`src/rtl/inj_scheduler.sv`:
```
// rtl/inj_scheduler.sv - sequences one-shot injection buffers onto a shared router local port
// Optional watchdog: define SCHED_TIMEOUT_EN to build to_cnt and timeout_err.
module inj_scheduler #(
    parameter int NUM_SRC    = 4,
    parameter int FLIT_W     = 20,
    parameter int BURST_LEN  = 30,
    parameter int GAP_CYCLES = 4,
    parameter int TO_CYCLES  = 64
) (
    input  logic                      clk,
    input  logic                      rst,
    input  logic                      start,
    output logic [NUM_SRC-1:0]        src_enable,
    input  logic [NUM_SRC-1:0]        src_valid,
    input  logic [NUM_SRC*FLIT_W-1:0] src_data,
    output logic [FLIT_W-1:0]         inj_data,
    output logic                      inj_valid,
    output logic [3:0]                cur_src,
    output logic [15:0]               word_cnt,
    output logic                      busy,
    output logic                      all_done,
    output logic [NUM_SRC-1:0]        timeout_err,
    output logic                      stray_err
);

    // One width covers every run counter so the beat, gap and watchdog limits all fit.
    localparam int CNT_MAX = (BURST_LEN > GAP_CYCLES) ?
                             ((BURST_LEN > TO_CYCLES) ? BURST_LEN : TO_CYCLES) :
                             ((GAP_CYCLES > TO_CYCLES) ? GAP_CYCLES : TO_CYCLES);
    localparam int CNT_W = $clog2(CNT_MAX + 1);

    typedef enum logic [2:0] {
        S_IDLE,
        S_ARM,
        S_STREAM,
        S_GAP,
        S_DONE
    } state_t;

    state_t             state, state_nxt;
    logic [3:0]         idx;
    logic [CNT_W-1:0]   beat_cnt;
    logic [CNT_W-1:0]   gap_cnt;
    logic               sel_valid;
    logic [FLIT_W-1:0]  sel_data;
    logic               other_valid;
    logic               start_ok;
    logic               last_beat;
    logic               gap_end;
    logic               last_src;
    logic               run_active;
    logic               stray_now;
    logic               timeout_hit;

    always_comb begin
        sel_valid   = 1'b0;
        sel_data    = '0;
        other_valid = 1'b0;
        for (int i = 0; i < NUM_SRC; i++) begin
            if (idx == 4'(i)) begin
                sel_valid = src_valid[i];
                sel_data  = src_data[i*FLIT_W +: FLIT_W];
            end else begin
                other_valid = other_valid | src_valid[i];
            end
        end
    end

    assign start_ok   = start && (state == S_IDLE || state == S_DONE);
    assign last_beat  = (state == S_STREAM) && sel_valid && (beat_cnt == CNT_W'(BURST_LEN - 1));
    assign gap_end    = (state == S_GAP) && (gap_cnt == CNT_W'(GAP_CYCLES - 1));
    assign last_src   = (idx == 4'(NUM_SRC - 1));
    assign run_active = (state == S_ARM) || (state == S_STREAM) || (state == S_GAP);
    assign stray_now  = other_valid || (sel_valid && state != S_STREAM);
    assign cur_src    = idx;

`ifdef SCHED_TIMEOUT_EN
    logic [CNT_W-1:0] to_cnt;

    assign timeout_hit = (state == S_STREAM) && !sel_valid && (to_cnt == CNT_W'(TO_CYCLES - 1));

    always_ff @(posedge clk or posedge rst) begin
        if (rst) begin
            to_cnt      <= '0;
            timeout_err <= '0;
        end else begin
            if (state == S_ARM) begin
                to_cnt <= '0;
            end else if (state == S_STREAM) begin
                to_cnt <= sel_valid ? '0 : to_cnt + 1'b1;
            end
            if (start_ok) begin
                timeout_err <= '0;
            end else begin
                for (int i = 0; i < NUM_SRC; i++) begin
                    if (timeout_hit && idx == 4'(i)) begin
                        timeout_err[i] <= 1'b1;
                    end
                end
            end
        end
    end
`else
    assign timeout_hit = 1'b0;
    assign timeout_err = '0;
`endif

    always_ff @(posedge clk or posedge rst) begin
        if (rst) begin
            state <= S_IDLE;
        end else begin
            state <= state_nxt;
        end
    end

    always_comb begin
        state_nxt = state;
        busy      = 1'b0;
        all_done  = 1'b0;
        case (state)
            S_IDLE: begin
                if (start) state_nxt = S_ARM;
            end
            S_ARM: begin
                busy      = 1'b1;
                state_nxt = S_STREAM;
            end
            S_STREAM: begin
                busy = 1'b1;
                // A last beat is a valid cycle, so it can never coincide with a watchdog hit.
                if (last_beat || timeout_hit) state_nxt = S_GAP;
            end
            S_GAP: begin
                busy = 1'b1;
                if (gap_end) state_nxt = last_src ? S_DONE : S_ARM;
            end
            S_DONE: begin
                all_done = 1'b1;
                if (start) state_nxt = S_ARM;
            end
            default: state_nxt = S_IDLE;
        endcase
    end

    always_ff @(posedge clk or posedge rst) begin
        if (rst) begin
            src_enable <= '0;
            inj_data   <= '0;
            inj_valid  <= 1'b0;
            idx        <= '0;
            word_cnt   <= '0;
            stray_err  <= 1'b0;
            beat_cnt   <= '0;
            gap_cnt    <= '0;
        end else begin
            for (int i = 0; i < NUM_SRC; i++) begin
                src_enable[i] <= (state == S_ARM) && (idx == 4'(i));
            end

            inj_valid <= (state == S_STREAM) && sel_valid;
            if (state == S_STREAM && sel_valid) begin
                inj_data <= sel_data;
            end

            if (start_ok) begin
                idx       <= '0;
                word_cnt  <= '0;
                stray_err <= 1'b0;
            end else begin
                if (gap_end && !last_src) begin
                    idx <= idx + 4'd1;
                end
                // Late beats from the selected source still count even though they are dropped.
                if (run_active && sel_valid && word_cnt != 16'hFFFF) begin
                    word_cnt <= word_cnt + 16'd1;
                end
                if (stray_now) begin
                    stray_err <= 1'b1;
                end
            end

            if (state == S_ARM) begin
                beat_cnt <= '0;
            end else if (state == S_STREAM && sel_valid) begin
                beat_cnt <= beat_cnt + 1'b1;
            end

            gap_cnt <= (state == S_GAP) ? gap_cnt + 1'b1 : '0;
        end
    end

endmodule
```
`config.mk`:
```
export PLATFORM = sky130hd
export DESIGN_NAME = inj_scheduler
export DESIGN_NICKNAME = d
export VERILOG_FILES = /design/src/rtl/inj_scheduler.sv
export SDC_FILE = /design/constraint.sdc
export NUM_CORES = 1
export LEC_CHECK = 0
export CAP_MARGIN = 20
export CORE_MARGIN = 1.5
export CORE_UTILIZATION = 48
export DETAILED_ROUTE_END_ITERATION = 16
export GPL_TIMING_DRIVEN = 0
export HOLD_SLACK_MARGIN = 0.02
export PLACE_DENSITY_LB_ADDON = 0.2
export SLEW_MARGIN = 20
export SYNTH_ARGS = -nofsm -noshare
export SYNTH_HDL_FRONTEND = slang
export SYNTH_SLANG_ARGS = --single-unit
```
`constraint.sdc`:
```
create_clock -name clk -period 4.5 [get_ports clk]
set_input_delay 0.45 -clock clk [delete_from_list [all_inputs] [get_ports clk]]
set_output_delay 0.45 -clock clk [all_outputs]
set_load 0.05 [all_outputs]
```
==> flow_metrics.tcl, run 1 <==
set metrics [dict create \
    synth_top_family_by_area "compound AO/OA/AOI/OAI gates" \
    viasPerCell 5.64 \
    dpl.hpwl_um 7610 \
    cap_violations 0 \
    synthToLayoutAreaGrowth_pct 46.7 \
    post-route-min-period_ns 2.57 \
    r2r.worst_path.cells 8 \
    fp.coreArea_um2 7210 \
    synth_top_area_share_pct 44.5 \
    antenna_found_initial 0 \
    ctsRootBufferMaster "clkbuf_8" \
    htree_levels 3 \
    grt_max_degree 44 \
    rr_endpoint "word_cnt[8]" \
    syn_area_um2 3540 \
    total_power_w 0.00308 \
    synth_edf_count 0 \
    drv_slew 0 \
    syn_inst 384 \
    startpoint_type "flip-flop" \
    gr-total-overflow 0 \
    r2r_setup_slack_ns 1.93 \
    pin_count 139 \
    dieArea_um2 7900 \
    top_layer "met4" \
    syn_avg_cell_area_um2 9.22 \
    drt_iter0_markers 137 \
    synth-adder-area-share_pct 2.83 \
    synthSimpleGateAreaFrac_pct 18.1 \
    ys_top_cells_by_area "dfrtp_1, o21ai_0, a221oi_1" \
    clock_skew_ns 0.00804 \
    grt_pass1_vias 3408 \
    path_max_fanout 10 \
    hold_class "primary input to async pin" \
    yosys_warnings 0 \
    portBuffers 134 \
    start_util_pct 49.1 \
    async_flop_share_pct 100 \
    critPathArrivalTime_ns 2.78 \
    nets 628 \
    ys_seq_elements 63 \
    ant_nets 0 \
    insertion_delay_ns 0.35 \
    rsz0062_at_grt "false" \
    timing.rr.start "cur_src[0]" \
    cts_hold_buf 0 \
    final_common_cell "clkdlybuf4s50_1" \
    synthMuxAreaShare_pct 1.41 \
    num_antenna_cells 0 \
    cp.required_ns 4.71 \
    design_area_um2 5200 \
    setup_violations 0 \
    dr_wl_met3_um 806 \
    cp-end-kind "flip-flop" \
    cts.path.max_buffers 2 \
    post-cts-setup-buffers 0 \
    drive_gt1_share_pct 5.76 \
    routed-via-count 3594 \
    synthFlopType "dfrtp_1" \
    tightestPinTransition_ns 0.658 \
    finalHoldViolations 0 \
    worst-setup-path-type "flip-flop to flip-flop" \
    synth_top_cell_by_area "dfrtp_1" \
    cts_tree "done" \
    synth-xor-area-share_pct 2.23 \
    place_congestion 0.836 \
    grt_util_all_layers_pct 26.3 \
    die_x_um 88.9 \
    leakagePower_nw 2.13 \
    synth_compound_gate_area_share_pct 25.8 \
    dr_wl_met2_um 5000 \
    die_h_um 88.9 \
    cts_resized 0 \
    layout_common_cells "clkdlybuf4s50_1, dfrtp_1, o21ai_0" \
    finalSetupTns_ns 0 \
    cts_inserted_buffers 9 \
    yosysSeqAreaShare_pct 44.5 \
    cts_sinks 63 \
    clkTransAtPathRegs_ns 0.07 \
    routedWlPerCell_um 15.8 \
    placed_area_um2 5040 \
    routed_wl_um 10100 \
    rows 31 \
    finalCritPeriodShare_pct 57.1 \
    drt_pre_antenna_iters 4 \
    vdd_drop_max_uv 270 \
    drc 0 \
    fmax_ghz 0.389 \
    status "completed" \
    maxSlewHeadroom_pct 55.9 \
    yosysUniqueCellTypes 52 \
    power.density_nw_per_um2 593 \
    grt_pass1_wl_um 15800 \
    met1_length_um 4020 \
]
[worst max-delay path by stage]
| stage | cells past startpoint | endpoint | from | slack [ns] |
|---|---|---|---|---|
| final | 8 | word_cnt[8] | cur_src[0] | 1.93 |
| after global routing | 9 | inj_data[4] | cur_src[0] | 1.74 |
| after CTS | 8 | word_cnt[8] | cur_src[0] | 1.95 |
| after detailed placement | 8 | inj_data[6] | src_valid[1] | 1.83 |
| after global placement | 2 | beat_cnt[0] | rst | 1.38 |
| after floorplan | 8 | word_cnt[13] | cur_src[0] | 2.03 |
[final cells by class]
cell class | instances | area [um2]
Tap cell | 99 | 124
Timing Repair Buffer | 135 | 1360
Fill cell | 575 | 2020
Sequential cell | 63 | 1580
Buffer | 28 | 125
Multi-Input combinational cell | 281 | 1800
Inverter | 15 | 58.8
Clock inverter | 5 | 25.0
Clock buffer | 11 | 131
[power by group]
| part | total (W) | leakage (nW) | internal, W | switching [W] |
|---|---|---|---|---|
| clock | 0.000420 | 0.0866 | 0.000195 | 0.000224 |
| sequential | 0.000858 | 0.827 | 0.000719 | 0.000139 |
| combinational | 0.00181 | 1.21 | 0.000697 | 0.00111 |
| total | 0.00308 | 2.13 | 0.00161 | 0.00147 |
[Yosys cell counts (2+ instances only)]
library cell,number
or3_1,4
o41ai_1,3
dfrtp_1,63
a221oi_1,20
clkbuf_1,20
and4_1,2
o31ai_1,10
nand3_1,12
and3_1,7
mux2i_1,5
nor3_1,6
nand4_1,3
a41oi_1,2
nand2b_1,4
xor2_1,5
a21oi_1,17
nor2_1,24
and2_1,2
buf_2,4
a2bb2oi_1,20
xnor2_1,4
o211ai_1,3
or4_1,9
o21ai_0,44
buf_4,4
nand2_1,40
inv_1,15
ha_1,8
[logic make-up after synthesis]
group | count (synthesis)
buffers and inverters | 43
AND/OR/NAND/NOR | 123
XOR/XNOR | 9
flip-flops | 63
adder cells (fa/ha/maj) | 8
AO/OA/AOI/OAI | 132
other | 1
multiplexers | 5
[critical path: stages, from the launching register on]
cell	delay (ns)
dfrtp_1	0.47
ha_1	0.29
nor3b_2	0.52
and3_1	0.25
a31oi_2	0.08
buf_2	0.24
buf_2	0.20
o31ai_1	0.28
a21oi_1	0.11
[registers in the layout, summed over array words and instances (netlist names)]
signal and flops:
word_cnt 16, inj_data 20, stray_err 1, inj_valid 1, beat_cnt 7, cur_src 4
src_enable 4, state 3, gap_cnt 7
[through the flow]
| step | setup slack (ns) | std cells | util [%] | hold WS, ns |
|---|---|---|---|---|
| 2_1_floorplan | 2.03 | 387 | - | 0.424 |
| 3_3_place_gp | 1.38 | 620 | 69.6 | 0.438 |
| 3_5_place_dp | 1.83 | 621 | 69.9 | 0.456 |
| 4_1_cts | 1.95 | 637 | 72.0 | 0.399 |
| 5_1_grt | 1.74 | 637 | 72.0 | 0.439 |
| 6_report | 1.93 | 637 | 72.0 | 0.402 |
[per-layer routing]
metal	vias to the layer above	global-route usage, %
met5	-	0
met1	1711	31.8
met4	0	9.66
met3	22	8.22
met2	137	44.3
li1	1724	-
Note: power is estimated with default switching activity, not from simulation.
==> inputs of run 2 (changes only) <==
Settings changed: CORE_UTILIZATION 48 to 44.
Clock period 4.5 ns to 2.63 ns, I/O delays scaled along.
==> flow_metrics.tcl, run 2 (synthesis results as in run 1) <==
set metrics [dict create \
    cts_tree "done" \
    worst-setup-path-type "flip-flop to flip-flop" \
    insertion_delay_ns 0.34 \
    pin_count 139 \
    routedWlPerCell_um 16.3 \
    routed-via-count 3662 \
    path_max_fanout 10 \
    cp-end-kind "flip-flop" \
    vdd_drop_max_uv 448 \
    cts_sinks 63 \
    maxSlewHeadroom_pct 60.1 \
    drt_pre_antenna_iters 5 \
    rows 32 \
    dpl.hpwl_um 7810 \
    final_common_cell "clkdlybuf4s50_1" \
    regMostFlops "inj_data" \
    status "completed" \
    fmax_ghz 0.404 \
    swShare_pct 46.1 \
    combPwrFrac_pct 56.5 \
    total_power_w 0.00558 \
    nets 630 \
    clock_skew_ns 0.00815 \
    cts.path.max_buffers 2 \
    clkTransAtPathRegs_ns 0.07 \
    num_antenna_cells 0 \
    finalCritPeriodShare_pct 94.2 \
    place_congestion 0.883 \
    cp.required_ns 2.83 \
    r2r_setup_slack_ns 0.15 \
    reg_top3 "inj_data: 20 flops, word_cnt: 16 flops" \
    drt_iter0_markers 200 \
    routed_wl_um 10500 \
    cap_violations 0 \
    start_util_pct 45.6 \
    drc 0 \
    hold_ws_ns 0.233 \
    largest_reg_flops 20 \
    power.density_nw_per_um2 1050 \
    startpoint_type "flip-flop" \
    cellInternalPower_w 0.00301 \
    drive_gt1_share_pct 6.67 \
    ctsRootBufferMaster "clkbuf_8" \
    grt_pass1_vias 3603 \
    die_x_um 92.7 \
    antenna_found_initial 0 \
    viasPerCell 5.70 \
    htree_levels 3 \
    grt_pass1_wl_um 16700 \
    layout_common_cells "clkdlybuf4s50_1, dfrtp_1, o21ai_0" \
    grt_util_all_layers_pct 24.8 \
    finalHoldViolations 0 \
    critPathArrivalTime_ns 2.68 \
    grt_max_degree 41 \
    drv_slew 0 \
    tightestPinTransition_ns 0.596 \
    portBuffers 134 \
    setup_violations 0 \
    ant_nets 0 \
    finalSetupTns_ns 0 \
    synthToLayoutAreaGrowth_pct 49.8 \
    pwr-share-clk_pct 17.0 \
    leakagePower_nw 2.17 \
    net-switching-power_w 0.00257 \
    power_frac_seq_pct 26.5 \
    fp.coreArea_um2 7770 \
    cts_inserted_buffers 9 \
    hold_class "primary input to async pin" \
    gr-total-overflow 0 \
    dieArea_um2 8600 \
    post-route-min-period_ns 2.48 \
    die_h_um 92.7 \
]
-- run 2: power by group through the flow --
| stage | combinational [W] | sequential, W | clock [W] |
|---|---|---|---|
| final | 0.00315 | 0.00148 | 0.000951 |
| after global routing | 0.00343 | 0.00152 | 0.00100 |
| after CTS | 0.00311 | 0.00146 | 0.000960 |
| after detailed placement | 0.00310 | 0.00148 | 0 |
| after global placement | 0.00305 | 0.00146 | 0 |
| after floorplan | 0.00154 | 0.00207 | 0 |
-- run 2: metrics by stage --
stage	cells	cell area, um2	util (%)	setup WS (ns)
finish	642	5310	68.3	0.154
global route	642	5310	68.3	-0.00382
CTS	640	5270	67.8	0.0920
detailed placement	624	5040	64.9	0.112
global placement	623	5020	64.7	-0.305
floorplan	387	3550	-	0.162
-- run 2: worst max-delay path, cell delays in order (launching register included) --
cell and delay, ns:
dfrtp_1 0.44, inv_1 0.11, ha_1 0.25, nor4b_4 0.31, o2bb2ai_2 0.18, a31oi_2 0.20, buf_2 0.24, buf_2 0.21
o31ai_1 0.27, a21oi_1 0.12
-- run 2: cell type report --
class / instances / area [um2]
Fill cell: 634 / 2460
Inverter: 15 / 58.8
Multi-Input combinational cell: 281 / 1820
Tap cell: 102 / 128
Clock inverter: 5 / 81.3
Timing Repair Buffer: 137 / 1380
Buffer: 28 / 125
Sequential cell: 63 / 1580
Clock buffer: 11 / 141
-- run 2: final timing paths --
| check | startpoint | to | cells after the start |
|---|---|---|---|
| setup / recovery | cur_src[1] | word_cnt[8] | 9 |
| hold reg to reg | gap_cnt[0] | gap_cnt[0] | 1 |
| setup reg to reg | cur_src[1] | word_cnt[8] | 9 |
| max in group asynchronous | rst | beat_cnt[3] | 3 |
| min in group clk | gap_cnt[0] | gap_cnt[0] | 1 |
| hold / removal | rst | word_cnt[0] | 2 |
-- run 2: timing repair --
action                     in CTS  in global routing
hold buffers                    0                  0
setup buffers                   0                  2
gates resized for setup         0                  4
setup endpoints to repair       0                 21
-- run 2: metal layers --
layer | part of all wire, % | global-route usage (%)
met4 | 1.8 | 10.2
met3 | 8.8 | 4.93
met1 | 39 | 29.8
met5 | 0 | 0
met2 | 51 | 43.3
